<file path="src/rtl/id_ex_stage.sv">
// id_ex_stage: ID/EX pipeline register with load-use hazard detection,
// write-back bypass into the captured operands, and a saturating stall counter.
//
// Ports:
//   clock, reset           rising-edge clock; synchronous active-high reset
//   flush                  kills the instruction in ID (inserts a bubble)
//   id_*                   decoded instruction fields and main-control bits from ID
//   wb_RegWrite/rd/data    write-back port, bypassed into rs1/rs2 data on load
//   ex_*                   registered copy of the id_* fields (ex_valid <- id_valid)
//   stall                  combinational load-use stall to PC and IF/ID
//   stall_count            saturating count of stalled cycles
module id_ex_stage #(
  parameter int XLEN  = 32,
  parameter int CNT_W = 16
) (
  input  logic             clock,
  input  logic             reset,
  input  logic             flush,
  input  logic             id_valid,
  input  logic [XLEN-1:0]  id_pc,
  input  logic [XLEN-1:0]  id_rs1_data,
  input  logic [XLEN-1:0]  id_rs2_data,
  input  logic [XLEN-1:0]  id_imm,
  input  logic [4:0]       id_rs1,
  input  logic [4:0]       id_rs2,
  input  logic [4:0]       id_rd,
  input  logic [2:0]       id_funct3,
  input  logic [6:0]       id_funct7,
  input  logic [1:0]       id_ALUOp,
  input  logic             id_ALUSrc,
  input  logic             id_MemRead,
  input  logic             id_MemWrite,
  input  logic             id_RegWrite,
  input  logic             id_MemtoReg,
  input  logic             id_Branch,
  input  logic             wb_RegWrite,
  input  logic [4:0]       wb_rd,
  input  logic [XLEN-1:0]  wb_data,
  output logic             ex_valid,
  output logic [XLEN-1:0]  ex_pc,
  output logic [XLEN-1:0]  ex_rs1_data,
  output logic [XLEN-1:0]  ex_rs2_data,
  output logic [XLEN-1:0]  ex_imm,
  output logic [4:0]       ex_rs1,
  output logic [4:0]       ex_rs2,
  output logic [4:0]       ex_rd,
  output logic [2:0]       ex_funct3,
  output logic [6:0]       ex_funct7,
  output logic [1:0]       ex_ALUOp,
  output logic             ex_ALUSrc,
  output logic             ex_MemRead,
  output logic             ex_MemWrite,
  output logic             ex_RegWrite,
  output logic             ex_MemtoReg,
  output logic             ex_Branch,
  output logic             stall,
  output logic [CNT_W-1:0] stall_count
);

  logic use_rs2;
  logic hazard;
  logic fwd_rs1;
  logic fwd_rs2;

  // rs2 is a real source for R-type (register operand) and for stores.
  assign use_rs2 = ~id_ALUSrc | id_MemWrite;

  assign hazard = id_valid & ex_valid & ex_MemRead & (ex_rd != 5'd0) &
                  ((ex_rd == id_rs1) | (use_rs2 & (ex_rd == id_rs2)));

  // Flush discards the ID instruction, so holding it would be pointless.
  assign stall = hazard & ~flush & ~reset;

  assign fwd_rs1 = wb_RegWrite & (wb_rd != 5'd0) & (wb_rd == id_rs1);
  assign fwd_rs2 = wb_RegWrite & (wb_rd != 5'd0) & (wb_rd == id_rs2);

  always_ff @(posedge clock) begin
    if (reset) begin
      ex_valid    <= 1'b0;
      ex_pc       <= '0;
      ex_rs1_data <= '0;
      ex_rs2_data <= '0;
      ex_imm      <= '0;
      ex_rs1      <= '0;
      ex_rs2      <= '0;
      ex_rd       <= '0;
      ex_funct3   <= '0;
      ex_funct7   <= '0;
      ex_ALUOp    <= 2'b00;
      ex_ALUSrc   <= 1'b0;
      ex_MemRead  <= 1'b0;
      ex_MemWrite <= 1'b0;
      ex_RegWrite <= 1'b0;
      ex_MemtoReg <= 1'b0;
      ex_Branch   <= 1'b0;
    end else if (flush | hazard) begin
      // Bubble: kill control only; data and index fields hold.
      ex_valid    <= 1'b0;
      ex_ALUOp    <= 2'b00;
      ex_ALUSrc   <= 1'b0;
      ex_MemRead  <= 1'b0;
      ex_MemWrite <= 1'b0;
      ex_RegWrite <= 1'b0;
      ex_MemtoReg <= 1'b0;
      ex_Branch   <= 1'b0;
    end else begin
      ex_valid    <= id_valid;
      ex_pc       <= id_pc;
      ex_rs1_data <= fwd_rs1 ? wb_data : id_rs1_data;
      ex_rs2_data <= fwd_rs2 ? wb_data : id_rs2_data;
      ex_imm      <= id_imm;
      ex_rs1      <= id_rs1;
      ex_rs2      <= id_rs2;
      ex_rd       <= id_rd;
      ex_funct3   <= id_funct3;
      ex_funct7   <= id_funct7;
      // An empty ID slot loads bubble control values.
      ex_ALUOp    <= id_valid ? id_ALUOp : 2'b00;
      ex_ALUSrc   <= id_valid & id_ALUSrc;
      ex_MemRead  <= id_valid & id_MemRead;
      ex_MemWrite <= id_valid & id_MemWrite;
      ex_RegWrite <= id_valid & id_RegWrite & (id_rd != 5'd0);
      ex_MemtoReg <= id_valid & id_MemtoReg;
      ex_Branch   <= id_valid & id_Branch;
    end
  end

  always_ff @(posedge clock) begin
    if (reset) begin
      stall_count <= '0;
    end else if (stall && (stall_count != '1)) begin
      stall_count <= stall_count + 1'b1;
    end
  end

endmodule

</file>
<file path="config.mk">
export PLATFORM = sky130hd
export DESIGN_NAME = id_ex_stage
export DESIGN_NICKNAME = d
export VERILOG_FILES = /design/src/rtl/id_ex_stage.sv
export SDC_FILE = /design/constraint.sdc
export NUM_CORES = 1
export LEC_CHECK = 0
export ABC_AREA = 1
export CORE_MARGIN = 4
export CORE_UTILIZATION = 39
export CTS_CLUSTER_SIZE = 8
export DETAILED_ROUTE_END_ITERATION = 16
export PLACE_DENSITY = 0.76
export SLEW_MARGIN = 15
export SYNTH_ARGS = -nofsm -noshare
export SYNTH_HDL_FRONTEND = slang
export SYNTH_SLANG_ARGS = --single-unit
</file>
<file path="constraint.sdc">
create_clock -name clock -period 2.02 [get_ports clock]
set_input_delay 0.202 -clock clock [delete_from_list [all_inputs] [get_ports clock]]
set_output_delay 0.202 -clock clock [all_outputs]
set_load 0.02 [all_outputs]
</file>
---- After elaboration in Yosys (flattened, before gate mapping) ----
Index checks and enable logic that the tools add are counted.
cells by class
  add/subtract/negate cells ............... 1
  eq/ne operators ......................... 5
  multiplexer cells ....................... 2
  bitwise operators ....................... 24
  reductions and logical operators ........ 6
operators by type and width
  kind                                                              count
  32-bit 2-to-1 mux                                                 2
  5-bit equality test                                               4
  1-bit AND                                                         17
  16-bit by 1-bit adder with 16-bit output (second input constant)  1
  16-bit inequality test (second input constant)                    1
  5-bit nonzero test                                                3
  1-bit NOT                                                         4
  1-bit OR                                                          3
  3-bit OR reduction                                                1
  2-bit OR reduction                                                1
  1-bit logical AND                                                 1
storage, ports and cells
  flip-flop bits (word level) ............. 178
  output and inout bits ................... 179
  word-level logic and storage cells ...... 56

---- Logic depth before layout (Yosys ltp) ----
Gate-level depths: netlist (run 1).
  word-level depth ........................ 8
  mapped depth ............................ 12
  mapped depth without buffers ............ 11

---- Least setup slack after synthesis (run 1) ----
Ideal clock, no wire load.
  path kind ............................... reg2reg
  from .................................... register ex_rd[4]
  to ...................................... register stall_count[5]
  arrival ................................. 1.666 ns
  data required time ...................... 1.905 ns
  slack ................................... 0.238 ns
  stages on the path, launching flop included .. 12
  path buffers ............................ 0
  period minus slack after synthesis ...... 1.782 ns
  path through ............................ dfxtp_1 > inv_2 > nand2_1 > nand2_1 > nor2_1 > nand3_1 > nand2_4 > nand2_2 > nor2_1 > nand3_1 > nand2_1 > nor2_1
on the way
  word-level cells in the longest chain between the ends .. 7
  elaborated cells between the ends (all ways) .. 10
  those cells by class .................... 2 x eq/ne; 6 x bitwise; 2 x reduce/logical
RTL lines
  what                       RTL line  RTL
  start: declaration         46        output logic [4:0] ex_rd,
  start signal: assignment   114       ex_rd <= id_rd;
  5-bit equality test        69        ((ex_rd == id_rs1) | (use_rs2 & (ex_rd == id_rs2)));
  1-bit AND                  69
  1-bit OR                   69
  1-bit AND *                68        assign hazard = id_valid & ex_valid & ex_MemRead & (ex_rd != 5'd0) &
  1-bit AND * (2 in series)  72        assign stall = hazard & ~flush & ~reset;
  via stall                  56        output logic stall,
  1-bit logical AND *        131       end else if (stall && (stall_count != '1)) begin
  end signal: assignment     132       stall_count <= stall_count + 1'b1;
  end: declaration           57        output logic [CNT_W-1:0] stall_count
Mark *: on every way through the listed nets, which the timed path passes. The rest lies on a longest branch.
A chain may end at the register's enable or synchronous reset.

---- Worst setup path after layout (run 1) ----
  from .................................... register ex_rd[4]
  to ...................................... output port stall
on the way
  word-level cells in the longest chain between the ends .. 6
  elaborated cells between the ends (all ways) .. 9
  those cells by class .................... 2 x eq/ne; 6 x bitwise; 1 x reduce/logical
RTL lines
  what                       RTL line
  5-bit equality test        69
  1-bit AND                  69
  1-bit OR                   69
  1-bit AND *                68
  1-bit AND * (2 in series)  72
  end: declaration           56
Every way passes the cells marked *; elsewhere a longest branch is shown, timed or not.

==> impl_metrics.ini, run 1 <==
[cts]
cts_sinks = 178
numCtsBuffers = 17
cts_setup_buffers = 0
clk_pin_slew_ps = 70
root_buffer = clkbuf_16
h-tree-depth = 4
ctsLongestPathBuffers = 2
cts_tree = yes
clk_latency_ps = 430

[synthesis]
synth_cells = 1142
syn_avg_cell_area_sq_um = 6.84
yosysTopAreaCell = dfxtp_1
syn_area_sq_mm = 0.00781
syn-num-nets = 1346
ys.warnings.count = 0
synth_seq_cells = 178
ys_seq_area_share_pct = 45.6
synth.distinct_cells = 25
synth_area_leaders = dfxtp_1 (46%), nor2_1 (18%), nand2_1 (10%), o21ai_0 (9.4%), nand3_1 (5.1%)
synth_top_area_share_pct = 45.6

[timing]
finClkSkew_ps = 9.83
timing.final.crit_period_ps = 1940
layout_setup_ws_ps = 82.8
finalCritPeriodShare_pct = 95.9
worst_slew_pin_slew_ps = 366
hold_violations = 0
fmax_ghz = 0.516
max_slew_margin_pct = 75.6
setup-violations-final = 0
rsz0062_at_grt = false
maxSlewViolCount = 0

[floorplan]
row_count = 51
dieHeight_microns = 150
io_pins = 382
core_area_sq_mm = 0.0196
start_util_pct = 39.9
dieArea_sq_mm = 0.0224
die_w_microns = 150

[grt]
grt_max_degree = 50
gr-usage-all-layers_pct = 24.8
overflow = 0
grt_pass1_wl_microns = 43800
antenna_found_initial = 0
first_global_vias = 8224

[cells_and_area]
mostFrequentLayoutCell = clkdlybuf4s50_1
final_nets = 1741
area_growth_pct = 64.6
fin_util_pct = 65.6
final_cell_mix = clkdlybuf4s50_1 (380), nor2_1 (367), nand2_1 (207)
diodes = 0
drive_gt1_share_pct = 7.48

[routing]
drt_iter0_markers = 410
drt-pass1-iter-count = 5
viasPerCell = 4.80
drc = 0
wl_per_cell_microns = 15.9
vias = 8711
wirelength_microns = 28900
postRouteAntennaNets = 0

[worst_setup_path]
cpMostUsedCell = nand2_1
worstSetupStartpointType = flop
timing.critical_path.to_type = primary output
critPathSlowestCell = dfxtp_2
critPathMaxStageDelay_ps = 380
cp_data_required_time_ps = 1820
path_class = flop to primary output
worstPathMaxFanout = 4
critPathArrivalTime_ps = 1740
path_cells = inv_2 -> nand2_1 -> nand2_1 -> nor2_1 -> nand3_1 -> nand2_4 -> nand2_2 -> nor2_2 -> buf_4

[placed_design]
place_worst_setup_slack_ps = -344
io_buffers = 381
gp_congestion = 0.914
dp_hpwl_microns = 21900

[min_path]
hold_class = input pin to flop

[power]
power_density_mw_per_mm2 = 707
p_total_uw = 9080
ir_drop_mv = 0.601
power.leakage_uw = 0.00565

[status]
status = complete, no violations

[job]
drv_cap = 0
[logic make-up after synthesis]
family / after synthesis / share of synthesized area (%)
adders and majority gates: 1 / 0.160
DFF: 178 / 45.6
and+or+nand+nor: 669 / 34.1
buffers and inverters: 117 / 7.77
xor gates and xnor gates: 16 / 1.79
AOI/OAI and AO/OA: 161 / 10.5
[layer usage]
metal  vias to the layer above  GRT usage (%)  part of all wire [%]
met5                         -              0                     0
met1                      3907           27.7                    39
met2                       377           44.3                    49
met4                         0           8.33                   2.6
met3                        39           8.27                   9.5
li1                       4388              -                     -
[critical path: cells and delay by family (launching register included)]
family | cells | cell delay [ps]
buffers and inverters | 2 | 240
and+or+nand+nor | 7 | 690
DFF | 1 | 380
[registers in the layout, summed over array words and instances, names as in the netlist, 2 cells and up]
name / flops
ex_ALUOp: 2
ex_funct3: 3
ex_funct7: 7
ex_imm: 32
ex_pc: 32
ex_rd: 5
ex_rs1: 5
ex_rs1_data: 32
ex_rs2: 5
ex_rs2_data: 32
stall_count: 16
[final timing paths]
kind / from / end / slack, ps / cells past startpoint
worst max-delay path: ex_rd[4] / stall / 80 / 9
worst max register to register: ex_rd[4] / ex_rs2_data[2] / 240 / 12
worst min register to register: ex_pc[10] / ex_pc[10] / 480 / 2
worst min-delay path: id_MemtoReg / ex_MemtoReg / 300 / 3
[Yosys cell counts (all sizes together)]
cell	count
o21bai	1
buf	40
a21oi	2
xor2	11
o21ai	157
nand2	211
or4	1
inv	48
nor3	3
xnor2	5
nand3	79
ha	1
nor2	370
nand4	5
dfxtp	178
clkbuf	29
a31oi	1
[stage by stage]
stage               hold slack [ps]  setup TNS (ps)  area [sq um]  instances
CTS                             278               0         12800       1815
floorplan                       314               0          7810       1142
finish                          299               0         12900       1815
detailed placement              471           -5940         12300       1783
global route                    297               0         12900       1815
global placement                461           -5980         12300       1783
[timing repair]
action / CTS / global route
resized for setup: 9 / 2
endpoints found under the setup margin: 1 / 1
hold buffers: 0 / 0
gates cloned: 0 / 0
[area by class of cell]
cell class	instances	area, sq um
flip-flops and latches	178	3570
clock inverters	13	125
multi-input cells	847	3660
clock buffers	19	443
inverters	48	183
well taps	265	332
fillers	1710	6740
repair buffers	445	4540
[power by group]
group | leakage, uW | switching, uW | internal (uW) | total, uW
logic | 0.00391 | 959 | 1010 | 1970
clock network | 0.000269 | 1510 | 1760 | 3270
registers | 0.00148 | 117 | 3730 | 3850
(Power assumes the default switching activity.)
==> run 2: changes to the inputs <==
ABC_CLOCK_PERIOD_IN_PS = 2020   (was unset)
HOLD_SLACK_MARGIN = 0.05   (was unset)
==> results of run 2 <==
Final layout, timing and power as in run 1 (identical DEF).
